$ cat src/rtl/lsu_pkg.sv
// Shared types and constants for the load/store memory stage.
//   DATA_W / LANE_W / LANES : memory word geometry (256-bit word, eight 32-bit lanes)
//   ADDR_W                  : request address width (word index)
//   MEM_DEPTH               : number of words backed by the data memory
//   state_t                 : sequencer states
//   req_t                   : latched copy of one accepted request
package lsu_pkg;

  localparam int DATA_W    = 256;
  localparam int LANE_W    = 32;
  localparam int LANES     = DATA_W / LANE_W;
  localparam int ADDR_W    = 32;
  localparam int MEM_DEPTH = 1024;
  localparam int TAG_W     = 5;
  localparam int MEM_A_W   = 256;

  localparam logic [ADDR_W-1:0] ADDR_LIMIT = ADDR_W'(MEM_DEPTH);

  typedef enum logic [2:0] {
    IDLE,
    ACCESS,
    MERGE,
    WRITE,
    RESP
  } state_t;

  typedef struct packed {
    logic              we;
    logic [ADDR_W-1:0] addr;
    logic [DATA_W-1:0] wdata;
    logic [LANES-1:0]  mask;
    logic [TAG_W-1:0]  tag;
  } req_t;

endpackage

$ cat src/rtl/lane_merge.sv
// Per-lane select between new and old data under a lane mask.
//   mask     : lane i takes new_data when mask[i] = 1, else old_data
//   new_data : incoming lanes
//   old_data : existing lanes
//   merged   : combined word
module lane_merge
  import lsu_pkg::*;
(
  input  logic [LANES-1:0]  mask,
  input  logic [DATA_W-1:0] new_data,
  input  logic [DATA_W-1:0] old_data,
  output logic [DATA_W-1:0] merged
);

  // NOTE: every combinational output gets a default before any conditional
  // assignment, so no path leaves it unassigned and no latch is inferred.
  always_comb begin
    merged = old_data;
    for (int i = 0; i < LANES; i++) begin
      if (mask[i]) merged[i*LANE_W +: LANE_W] = new_data[i*LANE_W +: LANE_W];
    end
  end

endmodule

$ cat src/rtl/lsu_mem_stage.sv
// Load/store sequencer between vector execute and the 1024 x 256-bit data
// memory. One request in flight; partial stores are read-modify-write.
//   clk, rst            : clock, synchronous active-high reset
//   req_*               : request handshake (valid/ready) and payload
//   rsp_*               : response handshake (valid/ready), load data, tag, error
//   mem_we/mem_a/mem_wd : memory write enable, word address, write data
//   mem_rd              : memory read data (combinational from mem_a)
module lsu_mem_stage
  import lsu_pkg::*;
(
  input  logic               clk,
  input  logic               rst,
  input  logic               req_valid,
  output logic               req_ready,
  input  logic               req_we,
  input  logic [ADDR_W-1:0]  req_addr,
  input  logic [DATA_W-1:0]  req_wdata,
  input  logic [LANES-1:0]   req_mask,
  input  logic [TAG_W-1:0]   req_tag,
  output logic               rsp_valid,
  input  logic               rsp_ready,
  output logic [DATA_W-1:0]  rsp_rdata,
  output logic [TAG_W-1:0]   rsp_tag,
  output logic               rsp_err,
  output logic               mem_we,
  output logic [MEM_A_W-1:0] mem_a,
  output logic [DATA_W-1:0]  mem_wd,
  input  logic [DATA_W-1:0]  mem_rd
);

  state_t            state, state_nxt;
  req_t              req_q;
  logic [DATA_W-1:0] rdata_q;
  logic              err_q;
  logic [DATA_W-1:0] merged;
  logic              accept;
  logic              addr_oor;

  // Reset takes priority in the state register, so accept need not see rst.
  assign accept   = (state == IDLE) & req_valid;
  assign addr_oor = req_addr >= ADDR_LIMIT;

  assign req_ready = (state == IDLE) & ~rst;
  assign rsp_valid = (state == RESP);
  assign rsp_rdata = rdata_q;
  assign rsp_tag   = req_q.tag;
  assign rsp_err   = err_q;

  lane_merge u_lane_merge (
    .mask     (req_q.mask),
    .new_data (req_q.wdata),
    .old_data (mem_rd),
    .merged   (merged)
  );

  always_comb begin
    state_nxt = state;
    mem_we    = 1'b0;
    mem_a     = '0;
    mem_wd    = '0;
    unique case (state)
      IDLE: begin
        if (accept) begin
          if (addr_oor)            state_nxt = RESP;
          else if (!req_we)        state_nxt = ACCESS;
          else if (&req_mask)      state_nxt = WRITE;
          else if (req_mask == '0) state_nxt = RESP;
          else                     state_nxt = MERGE;
        end
      end
      ACCESS: begin
        mem_a     = MEM_A_W'(req_q.addr);
        state_nxt = RESP;
      end
      MERGE: begin
        mem_a     = MEM_A_W'(req_q.addr);
        state_nxt = WRITE;
      end
      WRITE: begin
        mem_a     = MEM_A_W'(req_q.addr);
        mem_wd    = req_q.wdata;
        // A reset landing on the write cycle must leave memory untouched.
        mem_we    = ~rst;
        state_nxt = RESP;
      end
      RESP: begin
        if (rsp_ready) state_nxt = IDLE;
      end
      default: state_nxt = IDLE;
    endcase
  end

  // NOTE: sequential state uses non-blocking assignments so every register
  // samples pre-edge values regardless of statement order.
  always_ff @(posedge clk) begin
    if (rst) begin
      state   <= IDLE;
      req_q   <= '0;
      rdata_q <= '0;
      err_q   <= 1'b0;
    end else begin
      state <= state_nxt;
      unique case (state)
        IDLE: begin
          if (accept) begin
            req_q   <= '{we: req_we, addr: req_addr, wdata: req_wdata,
                         mask: req_mask, tag: req_tag};
            // Cleared here so stores and errors answer with zero data.
            rdata_q <= '0;
            err_q   <= addr_oor;
          end
        end
        ACCESS:  rdata_q <= req_q.we ? '0 : mem_rd;
        MERGE:   req_q.wdata <= merged;
        default: ;
      endcase
    end
  end

endmodule

$ cat config.mk
export PLATFORM = sky130hd
export DESIGN_NAME = lsu_mem_stage
export DESIGN_NICKNAME = d
export VERILOG_FILES = /design/src/rtl/lsu_pkg.sv /design/src/rtl/lane_merge.sv /design/src/rtl/lsu_mem_stage.sv
export SDC_FILE = /design/constraint.sdc
export NUM_CORES = 1
export LEC_CHECK = 0
export BUFFER_PORTS_ARGS = -buffer_cell sky130_fd_sc_hd__buf_2
export CAP_MARGIN = 10
export CELL_PAD_IN_SITES_DETAIL_PLACEMENT = 0
export CELL_PAD_IN_SITES_GLOBAL_PLACEMENT = 1
export CORE_AREA = 8 8 510 512
export CTS_CLUSTER_SIZE = 10
export DETAILED_ROUTE_END_ITERATION = 6
export DIE_AREA = 0 0 518 520
export PLACE_DENSITY_LB_ADDON = 0.1
export SLEW_MARGIN = 20
export SYNTH_ARGS = -nofsm -noshare
export SYNTH_HDL_FRONTEND = slang
export SYNTH_SLANG_ARGS = --single-unit
$ cat constraint.sdc
create_clock -name clk -period 3.3 [get_ports clk]
set_input_delay 0 -clock clk [delete_from_list [all_inputs] [get_ports clk]]
set_output_delay 0 -clock clk [all_outputs]
set_load 0.005 [all_outputs]
### Word level (Yosys, flattened, before mapping)

Cells that the tools add are included.

| storage, ports and cells | value |
|---|---|
| flip-flop bits (word level) | 562 |
| output and inout port bits | 777 |

| cells by class | value |
|---|---|
| magnitude comparators | 1 |
| eq/ne operators | 14 |
| mux-type cells | 23 |
| bitwise logic cells | 3 |
| reduce and logical (&&, ||, !) cells | 18 |

Operators by type and width:

| operator | count |
|---|---|
| $pmux 256 s2 | 2 |
| $mux 256 | 3 |
| $mux 32 | 9 |
| $mux 269 | 1 |
| $ge 32x11->1 const B | 1 |
| $reduce_and 3->1 | 8 |
| $mux 3 | 6 |
| $ne 2x2->1 const B | 9 |
| $pmux 3 s4 | 1 |
| $logic_not 8->1 | 1 |
| $reduce_and 8->1 | 1 |
| $eq 3x2->1 const B | 2 |
| $reduce_and 2->1 | 3 |
| $reduce_bool 2->1 | 2 |
| $eq 3x1->1 const B | 1 |
| $eq 3x3->1 const B | 1 |
| $logic_not 3->1 | 1 |
| $reduce_or 3->1 | 1 |
| $and 1x1->1 | 2 |
| $ne 2x1->1 const B | 1 |
| $reduce_or 2->1 | 1 |
| $mux 1 | 1 |
| $not 1->1 | 1 |

### Logic depth before layout (Yosys ltp)

| logic depth | value |
|---|---|
| depth in word-level cells | 7 |
| gate-level depth with buffers | 8 |
| depth with buffers taken out | 4 |

### Modules after synthesis

A second synthesis with hierarchy kept.

| second synthesis, totals | value |
|---|---|
| cell total of the unflattened synthesis | 2815 |
| area, all modules | 27367.5 um^2 |

Modules (own cells, without submodules):

| module | instances | cells each | area each (um^2) |
|---|---|---|---|
| lsu_mem_stage | 1 | 2527 | 23013.3 |
| lane_merge | 1 | 288 | 4354.2 |

### Worst setup path before layout

No wires, ideal clock.

| timing path | value |
|---|---|
| kind | register to register |
| from | reg state[1] |
| to | reg req_q[110] (netlist bit) |
| setup time | 0.132 ns |
| data arrival time | 1.473 ns |
| data required time | 3.168 ns |
| slack | 1.695 ns |
| stages on the path, launching flop included | 8 |
| buffers on the path | 3 |
| period minus slack after synthesis | 1.605 ns |
| path through | dfxtp_1 > buf_2 > buf_2 > nor4b_2 > nor2_1 > clkbuf_1 > nand2_1 > a21oi_1 |

| between the ends | value |
|---|---|
| cells in the longest elaborated chain, start to end | 4 |
| elaborated cells between the ends (all ways) | 8 |
| those cells by class | eq/ne (3); mux (1); bitwise (1); reduce/logical (3) |

RTL lines:

| element | line | source |
|---|---|---|
| start, declared | lsu_mem_stage.sv:31 | `state_t state, state_nxt;` |
| start signal, assigned | lsu_mem_stage.sv:102 | `state <= state_nxt;` |
| $logic_not 3->1 | lsu_mem_stage.sv:40, lsu_mem_stage.sv:103 |  |
| $and 1x1->1 | lsu_mem_stage.sv:40 | `assign accept = (state == IDLE) & req_valid;` |
| $ne 2x2->1 (no line) | -- |  |
| $reduce_and 3->1 (no line) | -- |  |
| end signal, assigned | lsu_mem_stage.sv:106 | `req_q <= '{we: req_we, addr: req_addr, wdata: req_wdata,` |
| end, declared | lsu_mem_stage.sv:32 | `req_t req_q;` |

Parallel ways exist; a longest one is shown, timed or not.
A chain may end at the register's enable or synchronous reset.

### Worst setup path after layout

| timing path | value |
|---|---|
| from | reg state[0] |
| to | reg req_q[210] (netlist bit) |

The elaborated chain is that of the path after synthesis.

==> results.md <==
- R2R cell count: 8
- Critical path class: flop to flop
- Area of the die: roughly 270000 um^2
- Top FF cell, synth: dfxtp_1
- Avg Inst Size Synth: roughly 8.5 um^2
- Via/cell ratio: 3.36
- Final Hold Viols: 0
- Final setup vio count: 0
- Synth unique cells: 28
- R2r startpoint: state[0]
- Crit path required time: just under 4 ns
- Worst clock skew: roughly 0.043 ns
- Largest fanout on the critical path: 22
- Final period util: 94.1%
- Setup_tns: 0 ns
- Crit path buffers/inverters: 5
- Worst slew margin: between 30% and 40%
- Top Family by Delay on Critical Path: buffers and inverters
- Seq/Total Area, Yosys: between 40% and 50%
- Crit end category: flop
- Cell taking the most area after synthesis: dfxtp_1
- Syn-to-layout area delta: 81.5%
- CTS tree: yes
- Residual DRC count: 0
- Crit path time final: between 3 and 4 ns
- Worst-path cell chain: buf_4 -> nor4b_4 -> buf_4 -> buf_4 -> a22oi_1 -> dlygate4sd3_1 -> a21oi_1 -> dlygate4sd3_1
- Hold Path Depth: 4
- RSZ-0062 raised after global routing: false
- Finished Core Util: 17.2%
- Buffers added on ports: 1114
- Number of stages on the worst setup path: 8
- Top cells by area, synth: dfxtp_1 (47%), a22oi_1 (16%), and2_1 (7.6%), buf_4 (7.3%), a21oi_1 (6.4%)
- Postcts setup bufs: 0
- Routed WL per cell: around 23 um
- Root Buffer: clkbuf_16
- Status: finished, final reports clean
- Vias in the first global route: 29.1k
- Initial antenna violation count: 32
- Peak per-stage delay on the critical path: 0.59 ns
- Routed vias: between 20k and 30k
- Clk buf depth: 3
- Synth Warn #: 0
- Static leakage: 18.3 nW
- GRT Overall Usage: around 13%
- Gr ovfl total: 0
- Pins Over Slew Limit: 0
- Power Total: 0.0188 W
- Top cell by count, worst path: buf_4
- RePlAce Congestion: approximately 0.74
- Routed WL: 182000 um
- WP data arrival: ~3.7 ns
- Max IR drop VDD: around 350 uV
- Layout net count: 5165
- Post-synthesis instance total: 2797
- Layout cells sized above 1: 28.3%
- Fillers: about 29k
- Min-Delay Startpoint: req_addr[6]
- Register bit total from synthesis: 562
- Fmax: between 0.3 and 0.4 GHz
- DP HPWL: 138000 um
- TritonCTS Buffers: between 80 and 90
- Largest net degree at the start of global routing: 89
- Worst-path clk slew: 0.05 ns
- Htree depth: 3
- Width of the die: 518 um
- Startpoint Class: flop
- Max-cap violations: 0
- Clock Sinks: 562
- Core Footprint: around 250000 um^2
- Slew @ Worst Pin: ~1.0 ns
- CP Launch Point: state[0]
- Top-area cell type share of the netlist area: 47.1%
- Number of synthesized flops with an enable pin: 0
- CP max-delay cell: dlygate4sd3_1
- Async S/R FF share, synth: 0%
- Clock Latency Late Sink: approximately 0.72 ns
- Die height: around 520 um
- Starting Density: approximately a tenth
- Min-Delay Path Class: input pin to flop
- Antenna Nets Post-Route: 0
- Row count: around 190
- Hold_ws: around 0.11 ns
- PwrDens: approximately 430 nW/um^2
- First-pass GRT wire length: between 200000 and 250000 um
- Detailed Routing Iterations Pass 1: 5
- Cell area after synthesis: ~24000 um^2
- Initial DRC count: around 1.1k
- # IOs: between 1k and 1.5k
-- through the flow --
stage | setup slack, ns | area, um^2 | instances
floorplan | 1.69 | 24700 | 3020
global placement | 0.791 | 32700 | 7092
detailed placement | 0.777 | 32700 | 7092
CTS | 0.0313 | 43300 | 8030
global route | 0.00186 | 43300 | 8045
finish | 0.195 | 43300 | 8048
-- worst register-to-register path, cell delays in order, from the launching register on --
cell	delay, ns
dfxtp_2	0.42
buf_4	0.24
nor4b_4	0.27
buf_4	0.31
buf_4	0.39
a22oi_1	0.14
dlygate4sd3_1	0.59
a21oi_1	0.12
dlygate4sd3_1	0.57
-- layout by cell type, fill, tap and decap left out, types with 3 or more instances in the layout --
| cell type | n |
|---|---|
| diode_2 | 18 |
| nand4_1 | 3 |
| or4_1 | 3 |
| and2_1 | 289 |
| a21oi_1 | 303 |
| nor2_2 | 4 |
| nand2_1 | 349 |
| dfxtp_1 | 559 |
| nor4b_4 | 9 |
| dlygate4sd3_1 | 788 |
| buf_12 | 25 |
| conb_1 | 224 |
| clkbuf_1 | 35 |
| clkbuf_8 | 13 |
| buf_2 | 1113 |
| nor2_4 | 6 |
| nor4_1 | 5 |
| clkinv_2 | 6 |
| nor2_1 | 261 |
| clkbuf_16 | 87 |
| buf_4 | 39 |
| a211oi_1 | 3 |
| clkinv_16 | 3 |
| a22oi_1 | 512 |
-- power breakdown --
| group | internal [W] | switching [W] | total, W |
|---|---|---|---|
| clock network | 0.00534 | 0.00397 | 0.00931 |
| registers | 0.00701 | 0.000126 | 0.00714 |
| logic | 0.00113 | 0.00125 | 0.00237 |
-- final timing paths --
path,endpoint,slack (ns)
setup / recovery,req_q[210],0.20
hold / removal,req_q[275],0.11
setup reg to reg,req_q[210],0.20
hold reg to reg,req_q[37],0.45
-- kinds of logic after synthesis --
| logic type | synth area share, % |
|---|---|
| flops | 47.1 |
| buf+inv | 11.6 |
| other cells | 0.0157 |
| simple gates | 18.5 |
| compound gates | 22.7 |
-- registers in the layout, indices dropped and copies added, names as in the netlist --
signal     flops
rsp_tag        5
req_q        297
rsp_rdata    256
state          3
rsp_err        1
-- routing by layer --
metal  global-route usage, %  wire (um)
met4                    3.30       4860
met2                    21.4      84900
met3                    5.88      17400
met1                    14.9      74700
met5                       0         92
-- cells in the mapped netlist (all sizes together) (2+ instances only) --
cell	count
a211oi	3
a21oi	303
a22oi	512
a31o	2
and2	289
buf	342
clkbuf	130
dfxtp	562
nand2	349
nand4	3
nor2	271
nor2b	2
nor3	2
nor4	7
nor4b	9
o21ai	2
or4	3
-- cell type report --
type                    count  area, um^2  share of cell area (%)
repair buffers           1966       14300                    32.9
flip-flops and latches    562       11300                    26.0
multi-input cells        1985       10800                    25.0
well taps                3366        4210                    9.72
clock buffers             135        2490                    5.74
clock inverters            15         241                   0.557
diodes                     18        45.0                   0.104
inverters                   1        3.75                 0.00866
-- timing repair --
action | CTS | global route
hold buffers | 788 | 0
gates resized for setup | 0 | 2
endpoints found under the hold margin | 562 | 0
endpoints found under the setup margin | 0 | 9
Note: power is estimated with default switching activity, not from simulation.
